[config.mk]
export PLATFORM = sky130hd
export DESIGN_NAME = alu_share_ctrl_mips_flat
export DESIGN_NICKNAME = d
export VERILOG_FILES = /design/src/rtl/mips_alu_pkg.sv /design/src/rtl/alu_share_ctrl_mips_if.sv /design/src/rtl/rr_arb2.sv /design/src/rtl/alu_share_ctrl_mips.sv /design/src/flat_wrapper.sv
export SDC_FILE = /design/constraint.sdc
export NUM_CORES = 1
export LEC_CHECK = 0
export ABC_AREA = 0
export ABC_CLOCK_PERIOD_IN_PS = 1800
export CORE_UTILIZATION = 34
export DETAILED_ROUTE_END_ITERATION = 12
export PLACE_DENSITY_LB_ADDON = 0.05
export SLEW_MARGIN = 20
export SYNTH_ARGS = -nofsm -noshare
export SYNTH_HDL_FRONTEND = slang
export SYNTH_SLANG_ARGS = --single-unit
[constraint.sdc]
create_clock -name i_clk -period 1.8 [get_ports i_clk]
set_clock_uncertainty 0.1 [all_clocks]
set_input_delay 0.27 -clock i_clk [delete_from_list [all_inputs] [get_ports i_clk]]
set_output_delay 0.27 -clock i_clk [all_outputs]
set_load 0.005 [all_outputs]
[src/rtl/mips_alu_pkg.sv]
// Shared definitions for the MIPS ALU sharing controller.
// Holds the ALU op-code and funct encodings, the controller state encoding and
// the struct used to latch a request's ALU control fields.
package mips_alu_pkg;

  // ALU op-codes seen by the ALU control unit.
  localparam logic [1:0] ALU_OP_ADD   = 2'b00;
  localparam logic [1:0] ALU_OP_SUB   = 2'b01;
  localparam logic [1:0] ALU_OP_FUNCT = 2'b10;

  // R-type funct field values.
  localparam logic [5:0] FUNCT_SLL = 6'h00;
  localparam logic [5:0] FUNCT_SRL = 6'h02;
  localparam logic [5:0] FUNCT_SRA = 6'h03;
  localparam logic [5:0] FUNCT_ADD = 6'h20;
  localparam logic [5:0] FUNCT_SUB = 6'h22;
  localparam logic [5:0] FUNCT_AND = 6'h24;
  localparam logic [5:0] FUNCT_OR  = 6'h25;
  localparam logic [5:0] FUNCT_XOR = 6'h26;
  localparam logic [5:0] FUNCT_NOR = 6'h27;

  // Controller states.
  localparam logic [1:0] ST_IDLE = 2'd0;
  localparam logic [1:0] ST_EXEC = 2'd1;
  localparam logic [1:0] ST_RESP = 2'd2;

  // ALU control fields captured from the winning requester.
  typedef struct packed {
    logic [1:0] op_code;
    logic [5:0] funct;
    logic       is_signed;
  } alu_ctrl_t;

endpackage

[src/rtl/alu_share_ctrl_mips_if.sv]
// Bus bundle for alu_share_ctrl_mips.
// Carries both request channels, the shared ALU control/operand/result wires
// and both response channels.
//   slave  : modport used by the controller.
//   master : modport used by the requesters and the ALU model around it.
interface alu_share_ctrl_mips_if #(
  parameter int unsigned DATA_W = 32
);

  // Request channel 0 (execute path)
  logic              i_req0_valid;
  logic              o_req0_ready;
  logic [1:0]        i_req0_op_code;
  logic [5:0]        i_req0_funct;
  logic              i_req0_is_signed;
  logic [DATA_W-1:0] i_req0_a;
  logic [DATA_W-1:0] i_req0_b;

  // Request channel 1 (branch / address-calc path)
  logic              i_req1_valid;
  logic              o_req1_ready;
  logic [1:0]        i_req1_op_code;
  logic [5:0]        i_req1_funct;
  logic              i_req1_is_signed;
  logic [DATA_W-1:0] i_req1_a;
  logic [DATA_W-1:0] i_req1_b;

  // Shared ALU
  logic [1:0]        o_alu_op_code;
  logic [5:0]        o_alu_funct;
  logic              o_alu_is_signed;
  logic [DATA_W-1:0] o_alu_a;
  logic [DATA_W-1:0] o_alu_b;
  logic [DATA_W-1:0] i_alu_result;

  // Responses
  logic              o_rsp0_valid;
  logic              i_rsp0_ready;
  logic              o_rsp1_valid;
  logic              i_rsp1_ready;
  logic [DATA_W-1:0] o_rsp_data;
  logic              o_busy;

  modport slave (
    input  i_req0_valid, i_req0_op_code, i_req0_funct, i_req0_is_signed, i_req0_a, i_req0_b,
    output o_req0_ready,
    input  i_req1_valid, i_req1_op_code, i_req1_funct, i_req1_is_signed, i_req1_a, i_req1_b,
    output o_req1_ready,
    output o_alu_op_code, o_alu_funct, o_alu_is_signed, o_alu_a, o_alu_b,
    input  i_alu_result,
    output o_rsp0_valid, o_rsp1_valid, o_rsp_data, o_busy,
    input  i_rsp0_ready, i_rsp1_ready
  );

  modport master (
    output i_req0_valid, i_req0_op_code, i_req0_funct, i_req0_is_signed, i_req0_a, i_req0_b,
    input  o_req0_ready,
    output i_req1_valid, i_req1_op_code, i_req1_funct, i_req1_is_signed, i_req1_a, i_req1_b,
    input  o_req1_ready,
    input  o_alu_op_code, o_alu_funct, o_alu_is_signed, o_alu_a, o_alu_b,
    output i_alu_result,
    input  o_rsp0_valid, o_rsp1_valid, o_rsp_data, o_busy,
    output i_rsp0_ready, i_rsp1_ready
  );

endinterface

[src/rtl/rr_arb2.sv]
// Two-input round-robin picker (combinational).
//   req_i        : request vector, bit N = requester N.
//   last_grant_i : requester granted most recently (register kept by parent).
//   gnt_o        : one-hot grant, all zero when nothing requests.
//   gnt_id_o     : index of the granted requester (0 when nothing requests).
module rr_arb2 (
  input  logic [1:0] req_i,
  input  logic       last_grant_i,
  output logic [1:0] gnt_o,
  output logic       gnt_id_o
);

  always_comb begin
    gnt_o    = 2'b00;
    gnt_id_o = 1'b0;
    if (req_i == 2'b11) begin
      // Contention: the requester that did not win last time goes first.
      gnt_id_o = ~last_grant_i;
      gnt_o    = last_grant_i ? 2'b01 : 2'b10;
    end else if (req_i[0]) begin
      gnt_o    = 2'b01;
    end else if (req_i[1]) begin
      gnt_o    = 2'b10;
      gnt_id_o = 1'b1;
    end
  end

endmodule

[src/rtl/alu_share_ctrl_mips.sv]
// Shares one ALU (control unit + datapath) between two requesters.
// A round-robin winner's op-code/funct/signedness/operands are latched, driven
// onto the ALU for EXEC_CYCLES cycles, the result is captured and returned on
// the winner's response channel with a valid/ready handshake.
//   i_clk   : clock, rising edge.
//   i_rst   : synchronous active-high reset; drops any in-flight op.
//   bus_io  : request, ALU and response signals (slave side).
module alu_share_ctrl_mips
  import mips_alu_pkg::*;
#(
  parameter int unsigned DATA_W      = 32,
  parameter int unsigned EXEC_CYCLES = 1   // 1..15
) (
  input  logic                 i_clk,
  input  logic                 i_rst,
  alu_share_ctrl_mips_if.slave bus_io
);

  localparam logic [3:0] CntInit = 4'(EXEC_CYCLES - 1);

  logic [1:0]        state_q, state_d;
  logic              last_grant_q, last_grant_d;
  logic              grant_id_q, grant_id_d;
  logic [3:0]        cnt_q, cnt_d;
  alu_ctrl_t         ctrl_q, ctrl_d;
  logic [DATA_W-1:0] a_q, a_d;
  logic [DATA_W-1:0] b_q, b_d;
  logic [DATA_W-1:0] rsp_data_q, rsp_data_d;

  logic [1:0] arb_req;
  logic [1:0] arb_gnt;
  logic       arb_id;
  logic       idle;
  logic       accept;
  logic       rsp_ready_sel;

  assign arb_req = {bus_io.i_req1_valid, bus_io.i_req0_valid};

  rr_arb2 u_arb (
    .req_i        (arb_req),
    .last_grant_i (last_grant_q),
    .gnt_o        (arb_gnt),
    .gnt_id_o     (arb_id)
  );

  assign idle          = (state_q == ST_IDLE);
  assign accept        = idle && (arb_gnt != 2'b00) && !i_rst;
  assign rsp_ready_sel = grant_id_q ? bus_io.i_rsp1_ready : bus_io.i_rsp0_ready;

  always_comb begin
    state_d      = state_q;
    last_grant_d = last_grant_q;
    grant_id_d   = grant_id_q;
    cnt_d        = cnt_q;
    ctrl_d       = ctrl_q;
    a_d          = a_q;
    b_d          = b_q;
    rsp_data_d   = rsp_data_q;
    case (state_q)
      ST_IDLE: begin
        if (accept) begin
          if (arb_id) begin
            ctrl_d = '{op_code: bus_io.i_req1_op_code, funct: bus_io.i_req1_funct,
                       is_signed: bus_io.i_req1_is_signed};
            a_d    = bus_io.i_req1_a;
            b_d    = bus_io.i_req1_b;
          end else begin
            ctrl_d = '{op_code: bus_io.i_req0_op_code, funct: bus_io.i_req0_funct,
                       is_signed: bus_io.i_req0_is_signed};
            a_d    = bus_io.i_req0_a;
            b_d    = bus_io.i_req0_b;
          end
          grant_id_d   = arb_id;
          last_grant_d = arb_id;
          cnt_d        = CntInit;
          state_d      = ST_EXEC;
        end
      end
      ST_EXEC: begin
        if (cnt_q == 4'd0) begin
          rsp_data_d = bus_io.i_alu_result;
          state_d    = ST_RESP;
        end else begin
          cnt_d = cnt_q - 4'd1;
        end
      end
      ST_RESP: begin
        if (rsp_ready_sel) begin
          state_d = ST_IDLE;
        end
      end
      default: state_d = ST_IDLE;
    endcase
  end

  always_ff @(posedge i_clk) begin
    if (i_rst) begin
      state_q      <= ST_IDLE;
      last_grant_q <= 1'b1;  // req0 wins the first contention
      grant_id_q   <= 1'b0;
      cnt_q        <= 4'd0;
      ctrl_q       <= '0;
      a_q          <= '0;
      b_q          <= '0;
      rsp_data_q   <= '0;
    end else begin
      state_q      <= state_d;
      last_grant_q <= last_grant_d;
      grant_id_q   <= grant_id_d;
      cnt_q        <= cnt_d;
      ctrl_q       <= ctrl_d;
      a_q          <= a_d;
      b_q          <= b_d;
      rsp_data_q   <= rsp_data_d;
    end
  end

  // Handshake outputs are forced low while reset is asserted, whatever the state.
  assign bus_io.o_req0_ready    = accept && arb_gnt[0];
  assign bus_io.o_req1_ready    = accept && arb_gnt[1];
  assign bus_io.o_rsp0_valid    = !i_rst && (state_q == ST_RESP) && !grant_id_q;
  assign bus_io.o_rsp1_valid    = !i_rst && (state_q == ST_RESP) && grant_id_q;
  assign bus_io.o_busy          = !i_rst && !idle;
  assign bus_io.o_rsp_data      = rsp_data_q;
  assign bus_io.o_alu_op_code   = ctrl_q.op_code;
  assign bus_io.o_alu_funct     = ctrl_q.funct;
  assign bus_io.o_alu_is_signed = ctrl_q.is_signed;
  assign bus_io.o_alu_a         = a_q;
  assign bus_io.o_alu_b         = b_q;

endmodule

[src/flat_wrapper.sv]
// flat-port wrapper written by rule: the top's interface ports become plain ports
module alu_share_ctrl_mips_flat import mips_alu_pkg::*;
#(
  parameter int unsigned DATA_W      = 32,
  parameter int unsigned EXEC_CYCLES = 1           
)
  (i_clk, i_rst, bus_io_i_req0_valid, bus_io_i_req0_op_code, bus_io_i_req0_funct, bus_io_i_req0_is_signed, bus_io_i_req0_a, bus_io_i_req0_b, bus_io_o_req0_ready, bus_io_i_req1_valid, bus_io_i_req1_op_code, bus_io_i_req1_funct, bus_io_i_req1_is_signed, bus_io_i_req1_a, bus_io_i_req1_b, bus_io_o_req1_ready, bus_io_o_alu_op_code, bus_io_o_alu_funct, bus_io_o_alu_is_signed, bus_io_o_alu_a, bus_io_o_alu_b, bus_io_i_alu_result, bus_io_o_rsp0_valid, bus_io_o_rsp1_valid, bus_io_o_rsp_data, bus_io_o_busy, bus_io_i_rsp0_ready, bus_io_i_rsp1_ready);
  alu_share_ctrl_mips_if #(.DATA_W(DATA_W)) bus_io_i ();
  input  logic i_clk;
  input  logic i_rst;
  input wire logic [$bits(bus_io_i.i_req0_valid)-1:0] bus_io_i_req0_valid;
  input wire logic [$bits(bus_io_i.i_req0_op_code)-1:0] bus_io_i_req0_op_code;
  input wire logic [$bits(bus_io_i.i_req0_funct)-1:0] bus_io_i_req0_funct;
  input wire logic [$bits(bus_io_i.i_req0_is_signed)-1:0] bus_io_i_req0_is_signed;
  input wire logic [$bits(bus_io_i.i_req0_a)-1:0] bus_io_i_req0_a;
  input wire logic [$bits(bus_io_i.i_req0_b)-1:0] bus_io_i_req0_b;
  output wire logic [$bits(bus_io_i.o_req0_ready)-1:0] bus_io_o_req0_ready;
  input wire logic [$bits(bus_io_i.i_req1_valid)-1:0] bus_io_i_req1_valid;
  input wire logic [$bits(bus_io_i.i_req1_op_code)-1:0] bus_io_i_req1_op_code;
  input wire logic [$bits(bus_io_i.i_req1_funct)-1:0] bus_io_i_req1_funct;
  input wire logic [$bits(bus_io_i.i_req1_is_signed)-1:0] bus_io_i_req1_is_signed;
  input wire logic [$bits(bus_io_i.i_req1_a)-1:0] bus_io_i_req1_a;
  input wire logic [$bits(bus_io_i.i_req1_b)-1:0] bus_io_i_req1_b;
  output wire logic [$bits(bus_io_i.o_req1_ready)-1:0] bus_io_o_req1_ready;
  output wire logic [$bits(bus_io_i.o_alu_op_code)-1:0] bus_io_o_alu_op_code;
  output wire logic [$bits(bus_io_i.o_alu_funct)-1:0] bus_io_o_alu_funct;
  output wire logic [$bits(bus_io_i.o_alu_is_signed)-1:0] bus_io_o_alu_is_signed;
  output wire logic [$bits(bus_io_i.o_alu_a)-1:0] bus_io_o_alu_a;
  output wire logic [$bits(bus_io_i.o_alu_b)-1:0] bus_io_o_alu_b;
  input wire logic [$bits(bus_io_i.i_alu_result)-1:0] bus_io_i_alu_result;
  output wire logic [$bits(bus_io_i.o_rsp0_valid)-1:0] bus_io_o_rsp0_valid;
  output wire logic [$bits(bus_io_i.o_rsp1_valid)-1:0] bus_io_o_rsp1_valid;
  output wire logic [$bits(bus_io_i.o_rsp_data)-1:0] bus_io_o_rsp_data;
  output wire logic [$bits(bus_io_i.o_busy)-1:0] bus_io_o_busy;
  input wire logic [$bits(bus_io_i.i_rsp0_ready)-1:0] bus_io_i_rsp0_ready;
  input wire logic [$bits(bus_io_i.i_rsp1_ready)-1:0] bus_io_i_rsp1_ready;
  assign bus_io_i.i_req0_valid = bus_io_i_req0_valid;
  assign bus_io_i.i_req0_op_code = bus_io_i_req0_op_code;
  assign bus_io_i.i_req0_funct = bus_io_i_req0_funct;
  assign bus_io_i.i_req0_is_signed = bus_io_i_req0_is_signed;
  assign bus_io_i.i_req0_a = bus_io_i_req0_a;
  assign bus_io_i.i_req0_b = bus_io_i_req0_b;
  assign bus_io_o_req0_ready = bus_io_i.o_req0_ready;
  assign bus_io_i.i_req1_valid = bus_io_i_req1_valid;
  assign bus_io_i.i_req1_op_code = bus_io_i_req1_op_code;
  assign bus_io_i.i_req1_funct = bus_io_i_req1_funct;
  assign bus_io_i.i_req1_is_signed = bus_io_i_req1_is_signed;
  assign bus_io_i.i_req1_a = bus_io_i_req1_a;
  assign bus_io_i.i_req1_b = bus_io_i_req1_b;
  assign bus_io_o_req1_ready = bus_io_i.o_req1_ready;
  assign bus_io_o_alu_op_code = bus_io_i.o_alu_op_code;
  assign bus_io_o_alu_funct = bus_io_i.o_alu_funct;
  assign bus_io_o_alu_is_signed = bus_io_i.o_alu_is_signed;
  assign bus_io_o_alu_a = bus_io_i.o_alu_a;
  assign bus_io_o_alu_b = bus_io_i.o_alu_b;
  assign bus_io_i.i_alu_result = bus_io_i_alu_result;
  assign bus_io_o_rsp0_valid = bus_io_i.o_rsp0_valid;
  assign bus_io_o_rsp1_valid = bus_io_i.o_rsp1_valid;
  assign bus_io_o_rsp_data = bus_io_i.o_rsp_data;
  assign bus_io_o_busy = bus_io_i.o_busy;
  assign bus_io_i.i_rsp0_ready = bus_io_i_rsp0_ready;
  assign bus_io_i.i_rsp1_ready = bus_io_i_rsp1_ready;
  alu_share_ctrl_mips #(.DATA_W(DATA_W), .EXEC_CYCLES(EXEC_CYCLES)) u_core (.i_clk(i_clk), .i_rst(i_rst), .bus_io(bus_io_i));
endmodule
# [After elaboration in Yosys (flattened, before gate mapping)]
# Cells that the tools add are included.
[op_classes] reduce_logical=19 muxes=18 add_sub_neg=1 n_eq_ne=7 n_bitwise=1
[op_table] operator="2-to-1 mux 32 bit" n=2
[op_table] operator="2-to-1 mux 2 bit" n=7
[op_table] operator="2-to-1 mux 9 bit" n=1
[op_table] operator="logical AND 1 bit" n=8
[op_table] operator="2-to-1 mux 4 bit" n=2
[op_table] operator="case mux 4 bit (2 select lines)" n=1
[op_table] operator="case mux 2 bit (3 select lines)" n=1
[op_table] operator="AND reduction 3 bit" n=2
[op_table] operator="== test 2 bit, second input constant" n=2
[op_table] operator="logical NOT 4 bit" n=1
[op_table] operator="2-to-1 mux 1 bit" n=4
[op_table] operator="!= test 2 x 1 -> 1 bit, second input constant" n=2
[op_table] operator="!= test 2 bit, second input constant" n=2
[op_table] operator="AND reduction 2 bit" n=2
[op_table] operator="nonzero test 2 bit" n=2
[op_table] operator="subtractor 4 x 1 -> 4 bit, second input constant" n=1
[op_table] operator="logical NOT 1 bit" n=3
[op_table] operator="== test 2 x 1 -> 1 bit, second input constant" n=1
[op_table] operator="logical NOT 2 bit" n=1
[op_table] operator="inverter 1 bit" n=1
[totals] output_inout_bits=110 in_bits=184 reg_bits=113 wordCells=56

# [Longest topological paths before layout]
[depth] depth_word=8 mapped_depth=8 depth_no_buf=6

# [Hierarchy]
# From an unflattened synthesis, not the netlist that was laid out.
[unflattened] hier_cells=536 area_unflattened_um2=5233.8
[by_module_without_submodules] module="alu_share_ctrl_mips" instances=1 cells_each=532 area_per_inst_um2=5207.5 seq_area_each_um2=2262.2
[by_module_without_submodules] module="rr_arb2" instances=1 cells_each=4 area_per_inst_um2=26.3 seq_area_each_um2=0.0

# [Least setup slack after synthesis]
# Ideal clock, no wire load.
[synth_path] kind="reg2reg" start="register u_core.cnt_q[0]" end="register u_core.rsp_data_q[22] (netlist: u_core.bus_io.o_rsp_data[22])" required_ns=1.568 setup_slack_ns=0.116 setup_ns=0.132 arrival_time_ns=1.452 path_stages_with_launch=9 n_path_buf=2 synth_period_minus_slack_ns=1.684 cell_sequence="dfxtp_1 -> inv_1 -> ha_1 -> or3b_4 -> nand2b_1 -> buf_2 -> buf_2 -> nand2_1 -> a21oi_1"
[synth_between] elab_chain_len=2
[synth_rtl] item="from (decl)" line_no="alu_share_ctrl_mips.sv:24" rtl="logic [3:0] cnt_q, cnt_d;"
[synth_rtl] item="from (signal assigned)" line_no="alu_share_ctrl_mips.sv:110" rtl="cnt_q <= cnt_d;"
[synth_rtl] item="logical NOT 4 bit" line_no="alu_share_ctrl_mips.sv:80" rtl="if (cnt_q == 4'd0) begin"
[synth_rtl] item="AND reduction 2 bit (no source line)"
[synth_rtl] item="to (signal assigned)" line_no="alu_share_ctrl_mips.sv:114" rtl="rsp_data_q <= rsp_data_d;"
[synth_rtl] item="to (decl)" line_no="alu_share_ctrl_mips.sv:28" rtl="logic [DATA_W-1:0] rsp_data_q, rsp_data_d;"
# No other way between the ends.
# A chain may end at the register's enable or synchronous reset.

# [Worst setup path in the final report]
[layout_path] start="register u_core.state_q[0]" end="output port bus_io_o_req1_ready"
[layout_between] elab_chain_len=4
[layout_rtl] item="from (decl)" line_no="alu_share_ctrl_mips.sv:21" rtl="logic [1:0] state_q, state_d;"
[layout_rtl] item="from (signal assigned)" line_no="alu_share_ctrl_mips.sv:107" rtl="state_q <= state_d;"
[layout_rtl] item="logical NOT 2 bit" line_no="alu_share_ctrl_mips.sv:46" rtl="assign idle = (state_q == ST_IDLE);"
[layout_rtl] item="logical AND 1 bit (2 in a row)" line_no="alu_share_ctrl_mips.sv:47" rtl="assign accept = idle && (arb_gnt != 2'b00) && !i_rst;"
[layout_rtl] item="logical AND 1 bit" line_no="alu_share_ctrl_mips.sv:120" rtl="assign bus_io.o_req1_ready = accept && arb_gnt[1];"
[layout_rtl] item="to (decl)" line_no="flat_wrapper.sv:24" rtl="output wire logic [$bits(bus_io_i.o_req1_ready)-1:0] bus_io_o_req1_ready;"
# No other way between the ends.

==> results <==
- The worst relative slew slack is 66.2%.
- The total count of hold-check failures in the final report came to 0.
- For the final routed database, the setup TNS stands at 0 ps.
- In the synthesized netlist the async set-or-reset flop fraction comes to 0%.
- The instance count of the mapped netlist is around 520.
- The I/O pin count is 294.
- The starting density of the core is 34.9%.
- The largest area contributor in the netlist is sky130_fd_sc_hd__dfxtp_1.
- The most used flip-flop cell after synthesis is sky130_fd_sc_hd__dfxtp_1.
- The final routed wirelength across all metal layers is 15500 um.
- The count of final max-slew check failures was 0.
- The estimated wirelength of the detail-placed design is 11300 um.
- Yosys mapped a number of flops with a built-in enable equal to 0.
- TritonCTS built the clock tree.
- After detailed routing, the number of remaining DRC violations is 0.
- The sequential-to-total area share from yosys stat is 46.5%.
- The number of antenna diodes in the final layout is 0.
- The average cell area after synthesis is 9.44 um^2.
- The total number of nets in the final design is 998.
- The detailed-route vias per instance is around 4.8.
- Cells with a size suffix above 1 make up 8.87% of the layout.
- The post-synthesis sequential element count is 113.
- The library cell used most frequently in the layout, excluding fill and tap cells, is sky130_fd_sc_hd__clkdlybuf4s50_1.
- The share of the core filled with cells in the final layout is 62.7%.
- From left edge to right edge, the die measures 122 um.
- The clock-pin slew on the worst setup and hold paths is around 50 ps.
- The tree is rooted in a sky130_fd_sc_hd__clkbuf_16.
- The vertical extent of the die is 122 um.
- The area growth from synthesis to layout is 79.6%.
- The routability congestion estimate from global placement is 0.801.
- The top-area cell type share of the netlist area is 46.5%.
- The largest fanout on the critical path is 7.
- Detailed routing inserted a total of 4828 vias.
- The number of antenna violations at the first check in global routing is 0.
- The post-detailed-route wirelength per cell is 15.5 um.
- The tool flagged a number of max-cap violations equal to 0.
- The total power per unit cell area is 916 mW/mm^2.
- The insertion delay to the later sink of the worst-skew pair is 410 ps.
- The highest clock frequency the design can meet is approximately 570 MHz.
- The CTS H-tree depth is 4.
- The synthesized net count is around 700.
- The number of setup violations in the final report is 0.
- The post-layout total power is 8.00 mW.
- The number of warnings issued by yosys is 0.
- The number of buffers inserted for hold repair after clock tree synthesis is 0.
- STA puts the critical path data required time at 1430 ps.
- The distinct cell type count of the synthesized netlist is 38.
- CTS saw 113 sinks.
- In this run the static leakage power is 3.30 nW.
- The global route total overflow is 0.
- The worst setup path is captured at an output port.
- The total track usage is approximately a fifth.
- The number of global-route vias before repair is between 4000 and 5000.
- For this block, the initial DRC count from the detailed router was 210.
- The peak supply drop is 0.000533 V.
- The path class of the tightest hold or removal check is input port to flop.
- The count of TritonRoute iterations in the first routing pass is 5.
- The pin count of the biggest net entering global routing is 55.
- The library cells used most frequently in the layout, excluding fill and tap cells, are sky130_fd_sc_hd__clkdlybuf4s50_1 (287), sky130_fd_sc_hd__dfxtp_1 (111), sky130_fd_sc_hd__mux2i_1 (74), sky130_fd_sc_hd__nand3b_1 (74), sky130_fd_sc_hd__nand2_1 (67).
- Summing every instance area after synthesis gives 0.00486 mm^2.
- The die covers approximately 0.015 mm^2.
- The flow ran to the end, and the final reports show no timing, DRC or antenna violations.
- STA classifies the critical path startpoint as a flop.
- The maximum clock path buffer count is 2.
- The antenna violation net count after detailed routing is 0.
- The number of buffers added by the clock tree synthesis step is 17.
- By startpoint and endpoint, the worst setup path is classified as flop to output port.
- In this run the tool buffered the top-level ports with 293 buffer cells.
- The time the final worst path needs with I/O delays and setup is 1750 ps.
- The first global-routing pass estimated 23400 um of wire.
- The measured slew at the worst slew-check pin is slightly above 500 ps.
- The site row count is 43.
- The total area inside the core boundary comes to 0.0139 mm^2.
- Sorting the synthesized cells by area gives the leading types as sky130_fd_sc_hd__dfxtp_1 (47%), sky130_fd_sc_hd__mux2i_1 (15%), sky130_fd_sc_hd__nand3b_1 (11%).
- Dividing the final minimum period by the clock period gives 97.1%.
- Data on the critical path arrives at its endpoint at 1380 ps.
- Setup repair after global routing left no endpoint under its margin.
[layer usage]
layer  part of all wire (%)  up-vias  GRT usage, %  routed length, um
li1                       -     2404             -                  -
met1                     40     2206          22.9               6270
met2                     50      190          35.8               7720
met3                    7.3       28          6.18               1130
met4                    2.6        0          9.57                403
met5                      0        -             0                  0
[where the power goes]
group	internal, mW	switching, mW	total, mW
clock network	2.16	1.09	3.25
registers	2.78	0.145	2.92
logic	1.16	0.669	1.83
[per-stage QoR]
| stage | instance area, um^2 | setup slack, ps | std cells | hold slack, ps |
|---|---|---|---|---|
| finish | 8740 | 52.0 | 1003 | 223 |
| global route | 8740 | 3.14 | 1003 | 242 |
| CTS | 8700 | -16.4 | 1002 | 211 |
| detailed placement | 8110 | -234 | 971 | 345 |
| global placement | 8110 | -217 | 971 | 343 |
| floorplan | 4860 | 116 | 515 | 306 |
[synthesized netlist by cell type (2+ instances only)]
master,count
sky130_fd_sc_hd__clkbuf_1,19
sky130_fd_sc_hd__o211ai_1,2
sky130_fd_sc_hd__inv_1,4
sky130_fd_sc_hd__and2_1,2
sky130_fd_sc_hd__nor2_1,3
sky130_fd_sc_hd__dfxtp_1,113
sky130_fd_sc_hd__ha_1,2
sky130_fd_sc_hd__o21ai_1,18
sky130_fd_sc_hd__buf_6,5
sky130_fd_sc_hd__mux2i_1,74
sky130_fd_sc_hd__buf_2,13
sky130_fd_sc_hd__nand2b_1,2
sky130_fd_sc_hd__a21oi_1,35
sky130_fd_sc_hd__nand2_1,68
sky130_fd_sc_hd__clkbuf_4,3
sky130_fd_sc_hd__nand3b_1,74
sky130_fd_sc_hd__buf_4,3
sky130_fd_sc_hd__o21ai_0,55
[final timing paths]
| kind | startpoint | endpoint | slack, ps | cells after the start |
|---|---|---|---|---|
| max reg2reg | u_core.cnt_q[0] | u_core.bus_io.o_rsp_data[21] | 90 | 7 |
| max | u_core.state_q[0] | bus_io_o_req1_ready | 50 | 3 |
| min reg2reg | u_core.cnt_q[1] | u_core.cnt_q[1] | 350 | 2 |
| min | i_rst | u_core.state_q[1] | 220 | 3 |
[area by class of cell]
class | count | area, um^2
inverters | 4 | 15.0
clock buffers | 24 | 492
fillers | 1162 | 5200
clock inverters | 6 | 80.1
well taps | 180 | 225
flip-flops and latches | 113 | 2270
multi-input cells | 355 | 2390
repair buffers | 321 | 3260
[sequential cells by signal, indices dropped and copies added, names as in the netlist]
name,cells
u_core.grant_id_q,1
u_core.cnt_q,4
u_core.bus_io.o_alu_funct,6
u_core.bus_io.o_alu_op_code,2
u_core.state_q,2
u_core.bus_io.o_alu_is_signed,1
u_core.bus_io.o_rsp_data,32
u_core.bus_io.o_alu_b,32
u_core.bus_io.o_alu_a,32
u_core.last_grant_q,1
[worst max-delay path, cell delays in order (launching register included)]
cell	delay, ps
sky130_fd_sc_hd__dfxtp_4	370
sky130_fd_sc_hd__nor3_4	230
sky130_fd_sc_hd__and2_4	180
sky130_fd_sc_hd__clkdlybuf4s15_1	200
[logic make-up after synthesis]
group,count (synthesis),share of synthesized area (%)
compound gates,116,12.6
xor+xnor,1,0.180
flops,113,46.5
buf+inv,47,5.20
fa+ha+maj,2,0.514
simple gates,162,19.7
mux,74,15.2
[timing repair]
item,in CTS,in global routing
gates cloned,0,1
gates resized for setup,14,5
endpoints found under the setup margin,5,11
setup buffers,1,0
pin swaps,2,4
(Power assumes the default switching activity.)
